**src/rtl/spikecnt_bank.sv**
```systemverilog
// Multi-channel spike counter bank: synchronised edge counting per channel,
// window latching on win_tick and a registered readout mux.
module spikecnt_bank #(
    parameter int unsigned NCH         = 14,
    parameter int unsigned CW          = 32,
    parameter int unsigned SYNC_STAGES = 2,
    parameter int unsigned SELW        = 6
) (
    input  logic            clk,
    input  logic            reset,
    input  logic [NCH-1:0]  spike_in,
    input  logic            win_tick,
    input  logic            cumulative,
    input  logic            clear,
    input  logic [SELW-1:0] rd_sel,
    output logic [CW-1:0]   rd_data,
    output logic [31:0]     frame_cnt,
    output logic            latch_valid,
    output logic [NCH-1:0]  sat_flags
);

    logic [NCH-1:0] sync_q [SYNC_STAGES];
    logic [NCH-1:0] hist_q;
    logic [NCH-1:0] ev;
    logic [NCH-1:0] sat_hit;
    logic [CW-1:0]  run_q [NCH];
    logic [CW-1:0]  lat_q [NCH];
    logic [CW-1:0]  inc   [NCH];
    logic [CW-1:0]  rd_next;

    // Synchroniser and edge history survive clear so a held line cannot re-trigger.
    always_ff @(posedge clk or posedge reset) begin
        if (reset) begin
            for (int unsigned s = 0; s < SYNC_STAGES; s++) begin
                sync_q[s] <= '0;
            end
            hist_q <= '0;
        end else begin
            sync_q[0] <= spike_in;
            for (int unsigned s = 1; s < SYNC_STAGES; s++) begin
                sync_q[s] <= sync_q[s-1];
            end
            hist_q <= sync_q[SYNC_STAGES-1];
        end
    end

    always_comb begin
        ev      = sync_q[SYNC_STAGES-1] & ~hist_q;
        sat_hit = '0;
        for (int unsigned i = 0; i < NCH; i++) begin
            inc[i] = run_q[i];
            if (ev[i]) begin
                if (run_q[i] == '1) begin
                    sat_hit[i] = 1'b1;
                end else begin
                    inc[i] = run_q[i] + CW'(1);
                end
            end
        end
    end

    always_ff @(posedge clk or posedge reset) begin
        if (reset) begin
            for (int unsigned i = 0; i < NCH; i++) begin
                run_q[i] <= '0;
                lat_q[i] <= '0;
            end
            frame_cnt   <= '0;
            latch_valid <= 1'b0;
            sat_flags   <= '0;
        end else if (clear) begin
            for (int unsigned i = 0; i < NCH; i++) begin
                run_q[i] <= '0;
                lat_q[i] <= '0;
            end
            frame_cnt   <= '0;
            latch_valid <= 1'b0;
            sat_flags   <= '0;
        end else begin
            latch_valid <= win_tick;
            sat_flags   <= sat_flags | sat_hit;
            if (win_tick) begin
                frame_cnt <= frame_cnt + 32'd1;
            end
            // A coincident event is folded into the closing window via inc[].
            for (int unsigned i = 0; i < NCH; i++) begin
                if (win_tick) begin
                    lat_q[i] <= inc[i];
                    run_q[i] <= cumulative ? inc[i] : '0;
                end else begin
                    run_q[i] <= inc[i];
                end
            end
        end
    end

    always_comb begin
        rd_next = '0;
        for (int unsigned i = 0; i < NCH; i++) begin
            if (rd_sel == SELW'(i)) begin
                rd_next = lat_q[i];
            end
        end
    end

    always_ff @(posedge clk or posedge reset) begin
        if (reset) begin
            rd_data <= '0;
        end else begin
            rd_data <= rd_next;
        end
    end

endmodule

```
**config.mk**
```make
export PLATFORM = sky130hd
export DESIGN_NAME = spikecnt_bank
export DESIGN_NICKNAME = d
export VERILOG_FILES = /design/src/rtl/spikecnt_bank.sv
export SDC_FILE = /design/constraint.sdc
export NUM_CORES = 2
export LEC_CHECK = 0
export CAP_MARGIN = 30
export CORE_ASPECT_RATIO = 0.5
export CORE_MARGIN = 2
export CORE_UTILIZATION = 29
export CTS_CLUSTER_SIZE = 12
export DETAILED_ROUTE_END_ITERATION = 6
export SLEW_MARGIN = 20
export SYNTH_ARGS = -nofsm -noshare
export SYNTH_HDL_FRONTEND = slang
export SYNTH_SLANG_ARGS = --single-unit
```
**constraint.sdc**
```tcl
create_clock -name clk -period 56.6 [get_ports clk]
set_clock_uncertainty 0.05 [all_clocks]
set_input_delay 11.32 -clock clk [delete_from_list [all_inputs] [get_ports clk]]
set_output_delay 11.32 -clock clk [all_outputs]
set_load 0.005 [all_outputs]
```
==> Flow_metrics.wiki <==
{| class="wikitable"
! Metric !! Value
|-
| Post-synthesis instance area || 50700 sq um
|-
| Number of global-route vias before repair || 40300
|-
| Slew of the pin with the lowest slew margin || 1.10 ns
|-
| WP data required || 57.20 ns
|-
| TritonCTS Buffers || 104
|-
| Largest net degree at the start of global routing || 229
|-
| Asr flop ratio synth || 100%
|-
| Core ar. || 174000 sq um
|-
| Unrepaired setup endpoints after global routing || false
|-
| Number of cells on the worst hold path || 0
|-
| Met3 WL || 13300 um
|-
| Destination of the worst register-to-register timing path || lat_q[227]
|-
| Count of final hold-check violations || 0
|-
| GRT overflow || 0
|-
| Placed Cells incl. Taps || 7382
|-
| DPL Wire Length || 122000 um
|-
| Ordered cell list for the critical path || buf_4 > buf_4 > buf_4 > nand2b_1 > nor2_1 > a21o_1 > o22ai_1 > o21ai_0
|-
| Clock H-tree levels || 3
|-
| Routability-driven placement congestion ratio || 1.00
|-
| Count of hold buffers inserted by post-cts repair || 0
|-
| Clock tree from TritonCTS || built
|-
| Boundary Pins || 104
|-
| All-Layer GR Usage || 18.8%
|-
| Share of cells above drive strength 1 || 6.23%
|-
| Sequential cell area fraction in the yosys report || 50.2%
|-
| Worst reg2reg startpoint || run_q[232]
|-
| Synthesized netlist net count || 5317
|-
| Area occupied by registers || 25400 sq um
|-
| Power Density || 27.1 nW/um^2
|-
| Starting Density || 29.2%
|-
| Number of iterations in the first detailed-routing pass || 7
|-
| Total power || 1.55 mW
|-
| Global-route wire length before repair || 260000 um
|-
| Logic depth of the worst register-to-register path || 6
|-
| Kind of launch point of the worst setup path || input pin
|-
| Hold worst-path end || sync_q[0]
|-
| Per-instance average area after synthesis || 9.60 sq um
|-
| Number of buffers inserted by port buffering || 103
|-
| CTS clock-pin slew for the worst setup and hold paths || 0.06 ns
|-
| Max frequency || 69.6 MHz
|-
| Failing checks || DRC
|-
| Row Count || 108
|-
| Die area || 178000 sq um
|-
| Max transition margin || 26.4%
|-
| Die Width || 595 um
|-
| Overall die height || 300 um
|-
| Arrival time of the worst setup path || 14.96 ns
|-
| HP Start || sync_q[14]
|-
| Min Tclk post-route || 14.36 ns
|-
| Total Negative Setup Slacks || 0 ns
|-
| Clock sinks || 1017
|-
| Total wire length || 171000 um
|-
| Kind of end point of the critical path || register
|-
| Count of buffer and inverter cells on the critical path || 3
|-
| Pins over their slew limit || 0
|-
| Cell Count, Final, Fillers Out || 7562
|-
| Post-cts sizing count || 0
|-
| Buffer levels on the longest clock path || 3
|-
| Net count reported at finish || 5229
|-
| Logic depth of the worst setup path including buffers || 8
|-
| Number of max-cap violations || 0
|-
| Number of vias in the routed layout || 43300
|-
| Clock network power share || 44.0%
|-
| Final setup violation count || 0
|-
| Number of enable-type register cells in the synthesized netlist || 0
|-
| Clock insertion delay at the later pin of the skew report || 0.74 ns
|-
| Topmost layer with routed signal wires || met5
|-
| Proportion of power drawn by combinational gates || 6.5%
|-
| Share of total power in sequential cells || 49.5%
|-
| Static Leak || 21.7 nW
|-
| Instance count of the mapped netlist || 5277
|-
| Cell with the most instances on the worst path || sky130_fd_sc_hd__buf_4
|-
| Largest fanout on the critical path || 66
|-
| Internal Pwr Total || 1.16 mW
|-
| Largest delay share family, worst path || buffers and inverters
|-
| Crit-path max cell delay || 0.79 ns
|-
| Critical path class || in -> reg
|-
| Class of the tightest hold or removal check || reg -> reg
|-
| Count of nets left with antenna violations after detail routing || 0
|-
| Highest ir drop seen on vdd || 23.1 uV
|-
| Drt drc || 2
|-
| Post-detailed-route wirelength per cell || 22.7 um
|-
| Status || finished, violations left
|-
| Reg2Reg Setup Slack || 53.24 ns
|-
| Period utilisation layout || 25.4%
|-
| Detailed route wirelength on metal2 || 74700 um
|-
| Starting DRT DRC Count || 4785
|-
| Via count normalized by instance count || 5.73
|-
| Master cell of the clock root buffer || sky130_fd_sc_hd__clkbuf_16
|-
| Cell variety after synth || 89
|-
| DRT met1 WL || 76000 um
|-
| Cell type of the slowest stage on the worst timing path || sky130_fd_sc_hd__nor2_1
|-
| Filler Cells Inserted || 17800
|-
| Share of total power consumed by net switching || 25.3%
|-
| Antenna violations before repair || 10
|-
| #FFs+latches synth || 1017
|-
| Total of warnings raised by yosys || 0
|-
| Most instantiated flip-flop cell in the synthesis netlist || sky130_fd_sc_hd__dfrtp_1
|-
| Power spent charging and discharging nets || 0.393 mW
|-
| Setup Fix Bufs, Post-CTS || 0
|-
| Area growth, synth to finish || 13.1%
|-
| Multi-input combinational cell area || 23600 sq um
|}
-- synth_stat cells (96+ instances only) --
cell type / n / area share (%)
sky130_fd_sc_hd__a211oi_1: 188 / 2.8
sky130_fd_sc_hd__nand2_1: 230 / 1.7
sky130_fd_sc_hd__a21oi_1: 351 / 3.5
sky130_fd_sc_hd__or3_1: 196 / 2.4
sky130_fd_sc_hd__xnor2_1: 124 / 2.1
sky130_fd_sc_hd__nand3_1: 183 / 1.8
sky130_fd_sc_hd__clkbuf_1: 340 / 2.5
sky130_fd_sc_hd__a311oi_1: 281 / 4.9
sky130_fd_sc_hd__o31ai_1: 96 / 1.4
sky130_fd_sc_hd__dfrtp_1: 1017 / 50
sky130_fd_sc_hd__nor2_1: 753 / 5.6
sky130_fd_sc_hd__nand4_1: 160 / 2.0
sky130_fd_sc_hd__o21ai_0: 262 / 2.6
sky130_fd_sc_hd__or4_1: 101 / 1.5
-- cell usage in the layout, fill, tap and decap left out, types with 31 or more instances in the layout --
master	netlist	routed
sky130_fd_sc_hd__mux2i_1	41	41
sky130_fd_sc_hd__and3_1	72	72
sky130_fd_sc_hd__clkbuf_16	0	108
sky130_fd_sc_hd__xnor2_1	124	124
sky130_fd_sc_hd__a31oi_1	36	36
sky130_fd_sc_hd__or3_1	196	196
sky130_fd_sc_hd__nor2_1	753	753
sky130_fd_sc_hd__and4_1	62	62
sky130_fd_sc_hd__nor3_1	72	69
sky130_fd_sc_hd__and2_1	40	40
sky130_fd_sc_hd__o31ai_1	96	96
sky130_fd_sc_hd__a311oi_1	281	281
sky130_fd_sc_hd__a21oi_1	351	350
sky130_fd_sc_hd__o21ai_0	262	262
sky130_fd_sc_hd__nand3_1	183	183
sky130_fd_sc_hd__a211oi_1	188	188
sky130_fd_sc_hd__buf_4	2	70
sky130_fd_sc_hd__nand2_1	230	230
sky130_fd_sc_hd__nand4_1	160	160
sky130_fd_sc_hd__inv_1	61	60
sky130_fd_sc_hd__nor4_1	55	50
sky130_fd_sc_hd__o22ai_1	31	31
sky130_fd_sc_hd__dfrtp_1	1017	1017
sky130_fd_sc_hd__clkdlybuf4s50_1	0	99
sky130_fd_sc_hd__xor2_1	52	52
sky130_fd_sc_hd__or4_1	101	101
-- how the worst max path moves through the flow --
stage / start / to / slack, ns
global route: reset / run_q[374] / 41.97
detailed placement: reset / frame_cnt[21] / 41.31
global placement: reset / frame_cnt[20] / 41.29
finish: rd_sel[0] / rd_data[26] / 42.24
CTS: reset / run_q[378] / 42.09
floorplan: reset / frame_cnt[0] / 16.61
-- through the flow --
step           hold slack, ns  utilization [%]  cell area [sq um]  setup slack, ns
2_1_floorplan           0.281                -              50700            16.61
3_3_place_gp            0.282             31.0              53800            41.29
3_5_place_dp            0.285             31.1              53900            41.31
4_1_cts                 0.279             32.9              57100            42.09
5_1_grt                 0.288             33.0              57300            41.97
6_report                0.277             33.0              57300            42.24
-- cell families (layout without fill, tap and decap cells) --
family,count (synthesis),after routing,share of synthesized area [%]
flip-flops,1017,1017,50.2
multiplexers,74,74,1.99
AND/OR/NAND/NOR,2064,2064,21.0
other,0,2,0
XOR/XNOR,176,176,3.04
AO/OA/AOI/OAI,1487,1487,20.0
buffers and inverters,444,417,3.39
adder cells (fa/ha/maj),15,15,0.370
-- registers in the layout (all words and copies together), names as in the netlist --
signal / count
run_q: 448
rd_data: 32
hist_q: 14
lat_q: 448
sync_q: 28
sat_flags: 14
latch_valid: 1
frame_cnt: 32
-- power groups by stage --
stage / combinational (mW) / clock (mW) / sequential (mW)
after detailed placement: 0.0992 / 0 / 0.782
after global routing: 0.111 / 0.724 / 0.770
final: 0.101 / 0.684 / 0.770
after floorplan: 0.0665 / 0 / 0.768
after global placement: 0.0972 / 0 / 0.783
after CTS: 0.0995 / 0.694 / 0.769
-- area by class of cell --
type,instances,share of cell area [%]
antenna,2,0.00873
clock buffer,147,5.21
clock inverter,20,0.439
inverter,62,0.419
multi-input combinational,3816,41.2
sequential,1017,44.4
tap,2310,5.04
timing repair buffer,188,3.31
-- layer usage --
layer	track usage, %	vias to the layer above
met5	0	-
met4	7.54	12
met2	28.1	1523
met3	4.15	341
met1	26.3	21600
li1	-	19900
No activity file was read; power rests on OpenSTA's default activity.
